File: src/rtl/pmips_mem_pkg.sv
// pmips_mem_pkg: shared widths, timer sizing and FSM encoding for the PMIPS memory arbiter.
package pmips_mem_pkg;
  localparam int PM_ADDR_W      = 16;
  localparam int PM_IDATA_W     = 17;
  localparam int PM_DDATA_W     = 16;
  localparam int PM_TIMEOUT_CYC = 255;
  localparam int PM_TMR_W       = 8;
  typedef enum logic [1:0] {S_IDLE, S_DACC, S_IACC} state_e;
endpackage

File: src/rtl/pmips_mem_timeout.sv
// pmips_mem_timeout: counts cycles while enabled and flags the cycle in which TIMEOUT_CYC is reached.
module pmips_mem_timeout
  import pmips_mem_pkg::*;
#(
  parameter int TIMEOUT_CYC = PM_TIMEOUT_CYC
) (
  input  logic clock,
  input  logic reset,
  input  logic clr_i,
  input  logic en_i,
  output logic expire_o
);
  logic [PM_TMR_W-1:0] cnt_q, cnt_d;
  assign cnt_d    = clr_i ? '0 : en_i ? cnt_q + 1'b1 : cnt_q;
  assign expire_o = en_i & (cnt_q == PM_TMR_W'(TIMEOUT_CYC - 1));
  always_ff @(posedge clock or negedge reset)
    if (!reset) cnt_q <= '0;
    else        cnt_q <= cnt_d;
endmodule

File: src/rtl/pmips_mem_arbiter.sv
// pmips_mem_arbiter: shares one memory between fetch and data ports, stalling the pipeline until both finish.
// Optional PMIPS_FETCH_BUF_EN adds a one-entry fetch buffer that skips repeat fetches of the same address.
module pmips_mem_arbiter
  import pmips_mem_pkg::*;
#(
  parameter int ADDR_W      = PM_ADDR_W,
  parameter int IDATA_W     = PM_IDATA_W,
  parameter int DDATA_W     = PM_DDATA_W,
  parameter int TIMEOUT_CYC = PM_TIMEOUT_CYC
) (
  input  logic               clock,
  input  logic               reset,
  input  logic               ireq,
  input  logic [ADDR_W-1:0]  imemaddr,
  output logic [IDATA_W-1:0] imemrdata,
  input  logic               dmemread,
  input  logic               dmemwrite,
  input  logic [ADDR_W-1:0]  dmemaddr,
  input  logic [DDATA_W-1:0] dmemwdata,
  output logic [DDATA_W-1:0] dmemrdata,
  output logic               stall,
  output logic               bus_err,
  output logic               mem_req,
  output logic               mem_we,
  output logic [ADDR_W-1:0]  mem_addr,
  output logic [IDATA_W-1:0] mem_wdata,
  input  logic [IDATA_W-1:0] mem_rdata,
  input  logic               mem_ack
);
  state_e state_q, state_d;
  logic [ADDR_W-1:0]  mem_addr_q, mem_addr_d;
  logic [IDATA_W-1:0] mem_wdata_q, mem_wdata_d, imemrdata_q, imemrdata_d, fb_instr;
  logic [DDATA_W-1:0] dmemrdata_q, dmemrdata_d;
  logic mem_we_q, mem_we_d, bus_err_q, bus_err_d, idone_q, idone_d, ddone_q, ddone_d;
  logic dpend, ipend, busy, expire, iset, dset, hit;
  assign dpend = (dmemread | dmemwrite) & ~ddone_q;
  assign ipend = ireq & ~idone_q;
  assign busy  = state_q != S_IDLE;
  assign stall = reset & (dpend | ipend);
  pmips_mem_timeout #(.TIMEOUT_CYC(TIMEOUT_CYC)) u_timeout (
    .clock(clock), .reset(reset), .clr_i(~busy), .en_i(busy), .expire_o(expire)
  );
`ifdef PMIPS_FETCH_BUF_EN
  logic               fb_valid_q;
  logic [ADDR_W-1:0]  fb_addr_q;
  logic [IDATA_W-1:0] fb_instr_q;
  assign hit      = fb_valid_q & (fb_addr_q == imemaddr);
  assign fb_instr = fb_instr_q;
  always_ff @(posedge clock or negedge reset)
    if (!reset) begin
      fb_valid_q <= 1'b0;
      fb_addr_q  <= '0;
      fb_instr_q <= '0;
    end else if (state_q == S_IACC && mem_ack) begin
      fb_valid_q <= 1'b1;
      fb_addr_q  <= mem_addr_q;
      fb_instr_q <= mem_rdata;
    end else if (expire || (state_q == S_DACC && mem_ack && mem_we_q && mem_addr_q == fb_addr_q))
      fb_valid_q <= 1'b0;
`else
  assign hit      = 1'b0;
  assign fb_instr = '0;
`endif
  always_comb begin
    state_d     = state_q;
    mem_addr_d  = mem_addr_q;
    mem_we_d    = mem_we_q;
    mem_wdata_d = mem_wdata_q;
    imemrdata_d = imemrdata_q;
    dmemrdata_d = dmemrdata_q;
    bus_err_d   = bus_err_q;
    iset        = 1'b0;
    dset        = 1'b0;
    case (state_q)
      S_IDLE:
        if (dpend) begin
          state_d     = S_DACC;
          mem_addr_d  = dmemaddr;
          mem_we_d    = dmemwrite;
          mem_wdata_d = {{(IDATA_W-DDATA_W){1'b0}}, dmemwdata};
        end else if (ipend & hit) begin
          iset        = 1'b1;
          imemrdata_d = fb_instr;
        end else if (ipend) begin
          state_d     = S_IACC;
          mem_addr_d  = imemaddr;
          mem_we_d    = 1'b0;
          mem_wdata_d = '0;
        end
      S_DACC:
        if (mem_ack | expire) begin
          state_d   = S_IDLE;
          dset      = 1'b1;
          mem_we_d  = 1'b0;
          bus_err_d = bus_err_q | ~mem_ack;
          if (!mem_we_q) dmemrdata_d = mem_ack ? mem_rdata[DDATA_W-1:0] : '0;
        end
      S_IACC:
        if (mem_ack | expire) begin
          state_d     = S_IDLE;
          iset        = 1'b1;
          bus_err_d   = bus_err_q | ~mem_ack;
          imemrdata_d = mem_ack ? mem_rdata : '0;
        end
      default: state_d = S_IDLE;
    endcase
    // completion flags survive only while the pipeline is still frozen
    idone_d = stall & (idone_q | iset);
    ddone_d = stall & (ddone_q | dset);
  end
  always_ff @(posedge clock or negedge reset)
    if (!reset) begin
      state_q     <= S_IDLE;
      mem_addr_q  <= '0;
      mem_we_q    <= 1'b0;
      mem_wdata_q <= '0;
      imemrdata_q <= '0;
      dmemrdata_q <= '0;
      bus_err_q   <= 1'b0;
      idone_q     <= 1'b0;
      ddone_q     <= 1'b0;
    end else begin
      state_q     <= state_d;
      mem_addr_q  <= mem_addr_d;
      mem_we_q    <= mem_we_d;
      mem_wdata_q <= mem_wdata_d;
      imemrdata_q <= imemrdata_d;
      dmemrdata_q <= dmemrdata_d;
      bus_err_q   <= bus_err_d;
      idone_q     <= idone_d;
      ddone_q     <= ddone_d;
    end
  assign mem_req   = busy;
  assign mem_we    = mem_we_q;
  assign mem_addr  = mem_addr_q;
  assign mem_wdata = mem_wdata_q;
  assign imemrdata = imemrdata_q;
  assign dmemrdata = dmemrdata_q;
  assign bus_err   = bus_err_q;
endmodule

File: config.mk
export PLATFORM = sky130hd
export DESIGN_NAME = pmips_mem_arbiter
export DESIGN_NICKNAME = d
export VERILOG_FILES = /design/src/rtl/pmips_mem_pkg.sv /design/src/rtl/pmips_mem_timeout.sv /design/src/rtl/pmips_mem_arbiter.sv
export SDC_FILE = /design/constraint.sdc
export NUM_CORES = 1
export LEC_CHECK = 0
export BUFFER_PORTS_ARGS = -buffer_cell sky130_fd_sc_hd__buf_2
export CORE_MARGIN = 10
export CORE_UTILIZATION = 45
export CTS_CLUSTER_SIZE = 25
export DETAILED_ROUTE_END_ITERATION = 12
export PLACE_DENSITY = 0.77
export RECOVER_POWER = 50
export SLEW_MARGIN = 0
export SYNTH_ARGS = -nofsm -noshare
export SYNTH_HDL_FRONTEND = slang
export SYNTH_SLANG_ARGS = --single-unit
File: constraint.sdc
create_clock -name clock -period 3.77 [get_ports clock]
set_clock_uncertainty 0.05 [all_clocks]
set_input_delay 0.377 -clock clock [delete_from_list [all_inputs] [get_ports clock]]
set_output_delay 0.377 -clock clock [all_outputs]
set_load 0.02 [all_outputs]
==> out/metrics.json, run 1 <==
{
  "detailed_routing": {
    "final_antenna_net_count": 0,
    "vias_cell": 5.22,
    "drc": 0,
    "num_vias": 3017,
    "wl_per_cell_um": 17.2,
    "routed_wirelength_um": 9950,
    "drtIter0Drc": 139,
    "drtPass1Iterations": 4
  },
  "floorplan": {
    "die_h_um": 112,
    "core_rows": 33,
    "io_pins": 141,
    "die_w_um": 112,
    "initial_core_util_pct": 46.2,
    "die_area_um2": 12500,
    "core_area_um2": 8180
  },
  "yosys": {
    "synth_cell_type_count": 42,
    "asyncSetResetFlopFracSynth_pct": 100,
    "synthCells": 338,
    "postSynthNetCount": 414,
    "number_of_enable_type_register_cells_in_the_synthesized_netlist": 0,
    "ys.flop_type": "sky130_fd_sc_hd__dfrtp_1",
    "postSynthAreaPerCell_um2": 11.2,
    "cell_area_after_synthesis_um2": 3770,
    "proportion_of_synthesized_chip_area_in_sequential_cells_pct": 52.4,
    "ys_ff_latch": 79,
    "synth-warning-count": 0
  },
  "timing": {
    "finalHoldWorstSlack_ns": 0.193,
    "final_min_period_over_clock_period_pct": 73.1,
    "worst_max_slew_pin_slew_ns": 1.93,
    "timing.slew.headroom_pct": -28.5,
    "fin_tns_setup_ns": 0,
    "count_of_final_hold_check_violations": 0,
    "final-setup-viol-count": 0,
    "slew_violations": 80,
    "rsz_0062_raised_after_global_routing": "no",
    "finalWorstPathRequiredPeriod_ns": 2.75,
    "timing.fmax_ghz": 0.363
  },
  "status": {
    "outcome": "complete, but fails checks",
    "violations": "capacitance limit, slew limit"
  },
  "worst_setup_path": {
    "worstSetupEndpointType": "output port",
    "crit_path_max_fanout": 19,
    "worstPathArrival_ns": 2.33,
    "timing.setup.critical_path_class": "reg2out",
    "worstPathRequired_ns": 3.34,
    "crit_path_start_kind": "flop"
  },
  "cells_and_area": {
    "flow.area_growth_from_synthesis_pct": 22.5,
    "layout_cells_sized_above_1_pct": 33.0,
    "layout.cells.most_common_list": "sky130_fd_sc_hd__buf_2 (104), sky130_fd_sc_hd__dfrtp_1 (79), sky130_fd_sc_hd__o21ai_0 (37)",
    "insertedDiodeCount": 0,
    "commonest_non_fill_non_tap_cell_in_the_layout": "sky130_fd_sc_hd__buf_2",
    "layout.filler_cells": 724,
    "finish.net_count": 544
  },
  "pwr": {
    "leakage_power_nw": 2.07,
    "peak_supply_drop_mv": 0.450,
    "power.density_nw_per_um2": 808
  },
  "global_route": {
    "grt_remaining_overflow": 0,
    "groute.usage.overall_pct": 15.5,
    "grt_pass1_vias": 3180,
    "grt_pass1_wl_um": 16200,
    "antenna_violations_before_repair": 0,
    "grt_max_degree": 80
  },
  "clocking": {
    "h_tree_lvls": 3,
    "tritoncts_buffers": 9,
    "cts.hold.buffers_added": 0,
    "ctsLongestPathBuffers": 2,
    "post_cts_resize_count": 0,
    "path_clk_slew_ns": 0.09,
    "worstSkewPairLatency_ns": 0.35,
    "cts_setup_buffers": 0,
    "cts_tree": "built",
    "clock-sinks": 79,
    "clockRootBuffer": "sky130_fd_sc_hd__clkbuf_8"
  },
  "place": {
    "port_buffers": 139,
    "estimated_wirelength_of_the_detail_placed_design_um": 7260,
    "gp_routability_congestion": 0.784
  },
  "min_path": {
    "hold_path_class": "in2reg"
  },
  "run": {
    "timing.max_cap.violations": 1
  }
}
-- synthesized netlist by cell type (2+ instances only) --
| cell type | count | area share [%] |
|---|---|---|
| sky130_fd_sc_hd__clkbuf_1 | 10 | 0.99 |
| sky130_fd_sc_hd__mux2_4 | 8 | 3.2 |
| sky130_fd_sc_hd__clkbuf_2 | 2 | 0.27 |
| sky130_fd_sc_hd__mux2_2 | 24 | 7.2 |
| sky130_fd_sc_hd__xor2_1 | 2 | 0.46 |
| sky130_fd_sc_hd__nand2_1 | 5 | 0.50 |
| sky130_fd_sc_hd__nand4_1 | 2 | 0.33 |
| sky130_fd_sc_hd__a21oi_1 | 20 | 2.7 |
| sky130_fd_sc_hd__a211oi_1 | 2 | 0.40 |
| sky130_fd_sc_hd__nand3_1 | 5 | 0.66 |
| sky130_fd_sc_hd__nand2b_1 | 36 | 6.0 |
| sky130_fd_sc_hd__or3_1 | 3 | 0.50 |
| sky130_fd_sc_hd__ha_1 | 5 | 1.7 |
| sky130_fd_sc_hd__inv_1 | 6 | 0.60 |
| sky130_fd_sc_hd__buf_2 | 5 | 0.66 |
| sky130_fd_sc_hd__dfrtp_1 | 79 | 52 |
| sky130_fd_sc_hd__nor2_1 | 13 | 1.3 |
| sky130_fd_sc_hd__nor2b_1 | 19 | 3.1 |
| sky130_fd_sc_hd__a22oi_1 | 16 | 3.2 |
| sky130_fd_sc_hd__buf_4 | 3 | 0.60 |
| sky130_fd_sc_hd__o21ai_0 | 37 | 4.9 |
| sky130_fd_sc_hd__a22o_1 | 16 | 3.7 |
-- flip-flops by register name, summed over array words and instances (netlist names) --
register	count
u_timeout.cnt_q	8
mem_we	1
mem_addr	16
mem_wdata	16
ddone_q	1
bus_err	1
imemrdata	17
state_q	2
dmemrdata	16
idone_q	1
-- critical path: stages, from the launching register on --
cell,delay (ns)
sky130_fd_sc_hd__dfrtp_1,0.41
sky130_fd_sc_hd__o21ba_1,0.91
sky130_fd_sc_hd__o21ai_0,0.35
sky130_fd_sc_hd__inv_1,0.13
sky130_fd_sc_hd__buf_2,0.17
-- power breakdown --
group          switching, mW  internal [mW]
combinational           1.06          0.676
sequential             0.241           1.19
clock                  0.326          0.244
-- cell families (layout without fill, tap and decap cells) --
family | count (synthesis) | count (layout) | share of synthesized area (%)
buffers and inverters | 28 | 163 | 3.94
multiplexers | 32 | 32 | 10.3
XOR/XNOR | 3 | 3 | 0.696
adder cells (fa/ha/maj) | 5 | 5 | 1.66
AND/OR/NAND/NOR | 89 | 89 | 13.7
AO/OA/AOI/OAI | 101 | 101 | 17.2
other | 1 | 1 | 0.0993
flip-flops | 79 | 79 | 52.4
-- stage by stage --
stage	total power, mW	utilization (%)	instances	area, um^2	setup WS (ns)
after floorplan	2.66	-	338	3770	2.06
after global placement	3.18	55.0	562	4490	1.33
after detailed placement	3.25	55.0	562	4490	1.27
after CTS	3.83	57.2	578	4670	0.996
after global routing	4.01	56.6	578	4620	0.814
final	3.74	56.6	578	4620	1.02
-- per-layer routing --
layer / global-route usage, % / part of all wire, %
met4: 4.20 / 0.81
met2: 23.6 / 44
met5: 0 / 0
met1: 19.3 / 46
met3: 7.51 / 9.0
-- cell type report --
| type | instances | area, um^2 | share of cell area [%] |
|---|---|---|---|
| inverter | 6 | 22.5 | 0.487 |
| clock buffer | 9 | 124 | 2.68 |
| clock inverter | 7 | 56.3 | 1.22 |
| tap | 105 | 131 | 2.84 |
| sequential | 79 | 1980 | 42.7 |
| multi-input combinational | 231 | 1650 | 35.7 |
| timing repair buffer | 141 | 664 | 14.4 |
-- worst paths after layout --
check | start | cells after the start | slack, ns | end
setup / recovery | ddone_q | 4 | 1.02 | stall
hold / removal | dmemwdata[0] | 2 | 0.19 | mem_wdata[0]
setup reg to reg | state_q[0] | 5 | 1.38 | mem_wdata[11]
hold reg to reg | bus_err | 1 | 0.41 | bus_err
max in group asynchronous | reset | 2 | 1.84 | dmemrdata[9]
min in group asynchronous | reset | 2 | 0.70 | u_timeout.cnt_q[5]
Power figures use the tool's default switching activity.
==> inputs of run 2 (changes only) <==
--- a/config.mk
+++ b/config.mk
@@ -10,7 +10,7 @@
 export CORE_UTILIZATION = 45
 export CTS_CLUSTER_SIZE = 25
 export DETAILED_ROUTE_END_ITERATION = 12
-export PLACE_DENSITY = 0.77
+export PLACE_DENSITY = 0.8
 export RECOVER_POWER = 50
 export SLEW_MARGIN = 0
 export SYNTH_ARGS = -nofsm -noshare
==> constraint.sdc (replaced) <==
create_clock -name clock -period 2.43 [get_ports clock]
set_clock_uncertainty 0.05 [all_clocks]
set_input_delay 0.243 -clock clock [delete_from_list [all_inputs] [get_ports clock]]
set_output_delay 0.243 -clock clock [all_outputs]
set_load 0.02 [all_outputs]
==> out/metrics.json, run 2 (synthesized netlist as in run 1, its figures left out) <==
{
  "status": {
    "outcome": "finished, final reports clean"
  },
  "cells_and_area": {
    "finish.net_count": 550,
    "layout_cells_sized_above_1_pct": 33.6,
    "commonest_non_fill_non_tap_cell_in_the_layout": "sky130_fd_sc_hd__buf_2",
    "insertedDiodeCount": 0,
    "layout.cells.most_common_list": "sky130_fd_sc_hd__buf_2 (104), sky130_fd_sc_hd__dfrtp_1 (79), sky130_fd_sc_hd__o21ai_0 (37)",
    "max_reg_flops": 17,
    "layout.filler_cells": 724,
    "flow.area_growth_from_synthesis_pct": 24.6
  },
  "pwr": {
    "power.sequential.fraction_pct": 37.4,
    "leakage_power_nw": 2.11,
    "power.density_nw_per_um2": 1260,
    "peak_supply_drop_mv": 0.726,
    "p_sw_mw": 2.54,
    "cell_internal_pwr_mw": 3.40,
    "post-layout-total-power_mw": 5.94,
    "sw_frac_of_total_pct": 42.7,
    "clock_power_share_pct": 16.8,
    "share_comb_of_total_power_pct": 45.8
  },
  "floorplan": {
    "core_rows": 33,
    "io_pins": 141,
    "initial_core_util_pct": 46.2,
    "die_w_um": 112,
    "core_area_um2": 8180,
    "die_area_um2": 12500,
    "die_h_um": 112
  },
  "detailed_routing": {
    "drtPass1Iterations": 4,
    "drc": 0,
    "wl_per_cell_um": 17.5,
    "final_antenna_net_count": 0,
    "num_vias": 3154,
    "routed_wirelength_um": 10200,
    "vias_cell": 5.40,
    "drtIter0Drc": 190
  },
  "global_route": {
    "antenna_violations_before_repair": 0,
    "grt_pass1_vias": 3427,
    "grt_remaining_overflow": 0,
    "groute.usage.overall_pct": 16.3,
    "grt_pass1_wl_um": 17100,
    "grt_max_degree": 43
  },
  "timing": {
    "rsz_0062_raised_after_global_routing": "no",
    "worst_max_slew_pin_slew_ns": 1.11,
    "timing.slew.headroom_pct": 25.9,
    "count_of_final_hold_check_violations": 0,
    "timing.fmax_ghz": 0.470,
    "finalWorstPathRequiredPeriod_ns": 2.13,
    "final-setup-viol-count": 0,
    "slew_violations": 0,
    "final_min_period_over_clock_period_pct": 87.6,
    "fin_tns_setup_ns": 0
  },
  "clocking": {
    "cts.hold.buffers_added": 1,
    "worstSkewPairLatency_ns": 0.34,
    "h_tree_lvls": 3,
    "tritoncts_buffers": 9,
    "ctsLongestPathBuffers": 2,
    "cts_setup_buffers": 0,
    "clock-sinks": 79,
    "path_clk_slew_ns": 0.09,
    "cts_tree": "built",
    "clockRootBuffer": "sky130_fd_sc_hd__clkbuf_8",
    "post_cts_resize_count": 0
  },
  "worst_setup_path": {
    "crit_path_start_kind": "flop",
    "rr_worst_depth": 4,
    "critPathSlowestCell": "sky130_fd_sc_hd__dfrtp_1",
    "wp_buf_inv": 3,
    "crit_path_cell_trace": "o21ba_1 > buf_4 > o21ai_0 > inv_1 > buf_2",
    "critical_path.max_stage_delay_ns": 0.41,
    "crit_path_max_fanout": 18,
    "worstSetupEndpointType": "output port",
    "critPathTopFamily": "buffers and inverters",
    "worstPathArrival_ns": 1.84,
    "worstPathRequired_ns": 2.14,
    "timing.setup.critical_path_class": "reg2out",
    "critical_path_cell_count": 5
  },
  "min_path": {
    "hold_path_class": "in2reg",
    "holdPathStages": 2
  },
  "run": {
    "timing.max_cap.violations": 0
  },
  "place": {
    "port_buffers": 139,
    "gp_routability_congestion": 0.800,
    "estimated_wirelength_of_the_detail_placed_design_um": 7630
  }
}
[run 2: cell types whose count changed in the layout (fill, tap and decap cells not counted)]
cell and change:
sky130_fd_sc_hd__buf_12 +1, sky130_fd_sc_hd__clkinv_4 -1, sky130_fd_sc_hd__clkinvlp_4 -1, sky130_fd_sc_hd__clkbuf_2 +1, sky130_fd_sc_hd__inv_6 +1, sky130_fd_sc_hd__bufinv_16 +1
sky130_fd_sc_hd__dlygate4sd3_1 +1, sky130_fd_sc_hd__buf_4 +3
[run 2: cell type report]
| type | count | area (um^2) | area share [%] |
|---|---|---|---|
| sequential | 79 | 1980 | 42.0 |
| multi-input combinational | 231 | 1650 | 35.1 |
| timing repair buffer | 147 | 722 | 15.3 |
| tap | 105 | 131 | 2.79 |
| clock buffer | 9 | 124 | 2.63 |
| clock inverter | 7 | 78.8 | 1.68 |
| inverter | 6 | 22.5 | 0.479 |
[run 2: power by group through the flow]
stage | registers (mW) | logic, mW | clock network [mW]
floorplan | 2.80 | 1.31 | 0
global placement | 2.20 | 2.75 | 0
detailed placement | 2.23 | 2.84 | 0
CTS | 2.21 | 2.84 | 1.03
global route | 2.30 | 2.99 | 1.09
finish | 2.22 | 2.72 | 0.996
[run 2: per-stage QoR]
step                      cell area (um^2)  hold slack, ns  std cells  worst slack, ns  util (%)
after floorplan                       3770          -0.103        338            0.724         -
after global placement                4540           0.304        567            0.541      55.6
after detailed placement              4540           0.314        567            0.465      55.6
after CTS                             4760          0.0466        584            0.274      58.2
after global routing                  4700          0.0455        584            0.156      57.5
final                                 4700          0.0660        584            0.302      57.5
[run 2: worst register-to-register path: stages, from the launching register on]
cell                      delay (ns)
sky130_fd_sc_hd__dfrtp_1        0.41
sky130_fd_sc_hd__inv_1          0.12
sky130_fd_sc_hd__ha_1           0.54
sky130_fd_sc_hd__o21ai_4        0.39
sky130_fd_sc_hd__mux2_2         0.39
[run 2: final timing paths]
kind                               start       endpoint  slack, ns
max                              ddone_q          stall       0.30
min                        dmemwdata[15]  mem_wdata[15]       0.07
max reg2reg                   state_q[0]    mem_addr[7]       0.41
min reg2reg                      bus_err        bus_err       0.42
max in group asynchronous          reset    mem_addr[7]       0.79
min in group asynchronous          reset  dmemrdata[15]       0.77
[run 2: routing by layer]
metal	track usage [%]	vias up	wire, um
met2	25.2	139	4660
met1	19.6	1544	4440
met5	0	-	0
met3	7.51	7	1050
met4	5.74	0	84
li1	-	1464	-
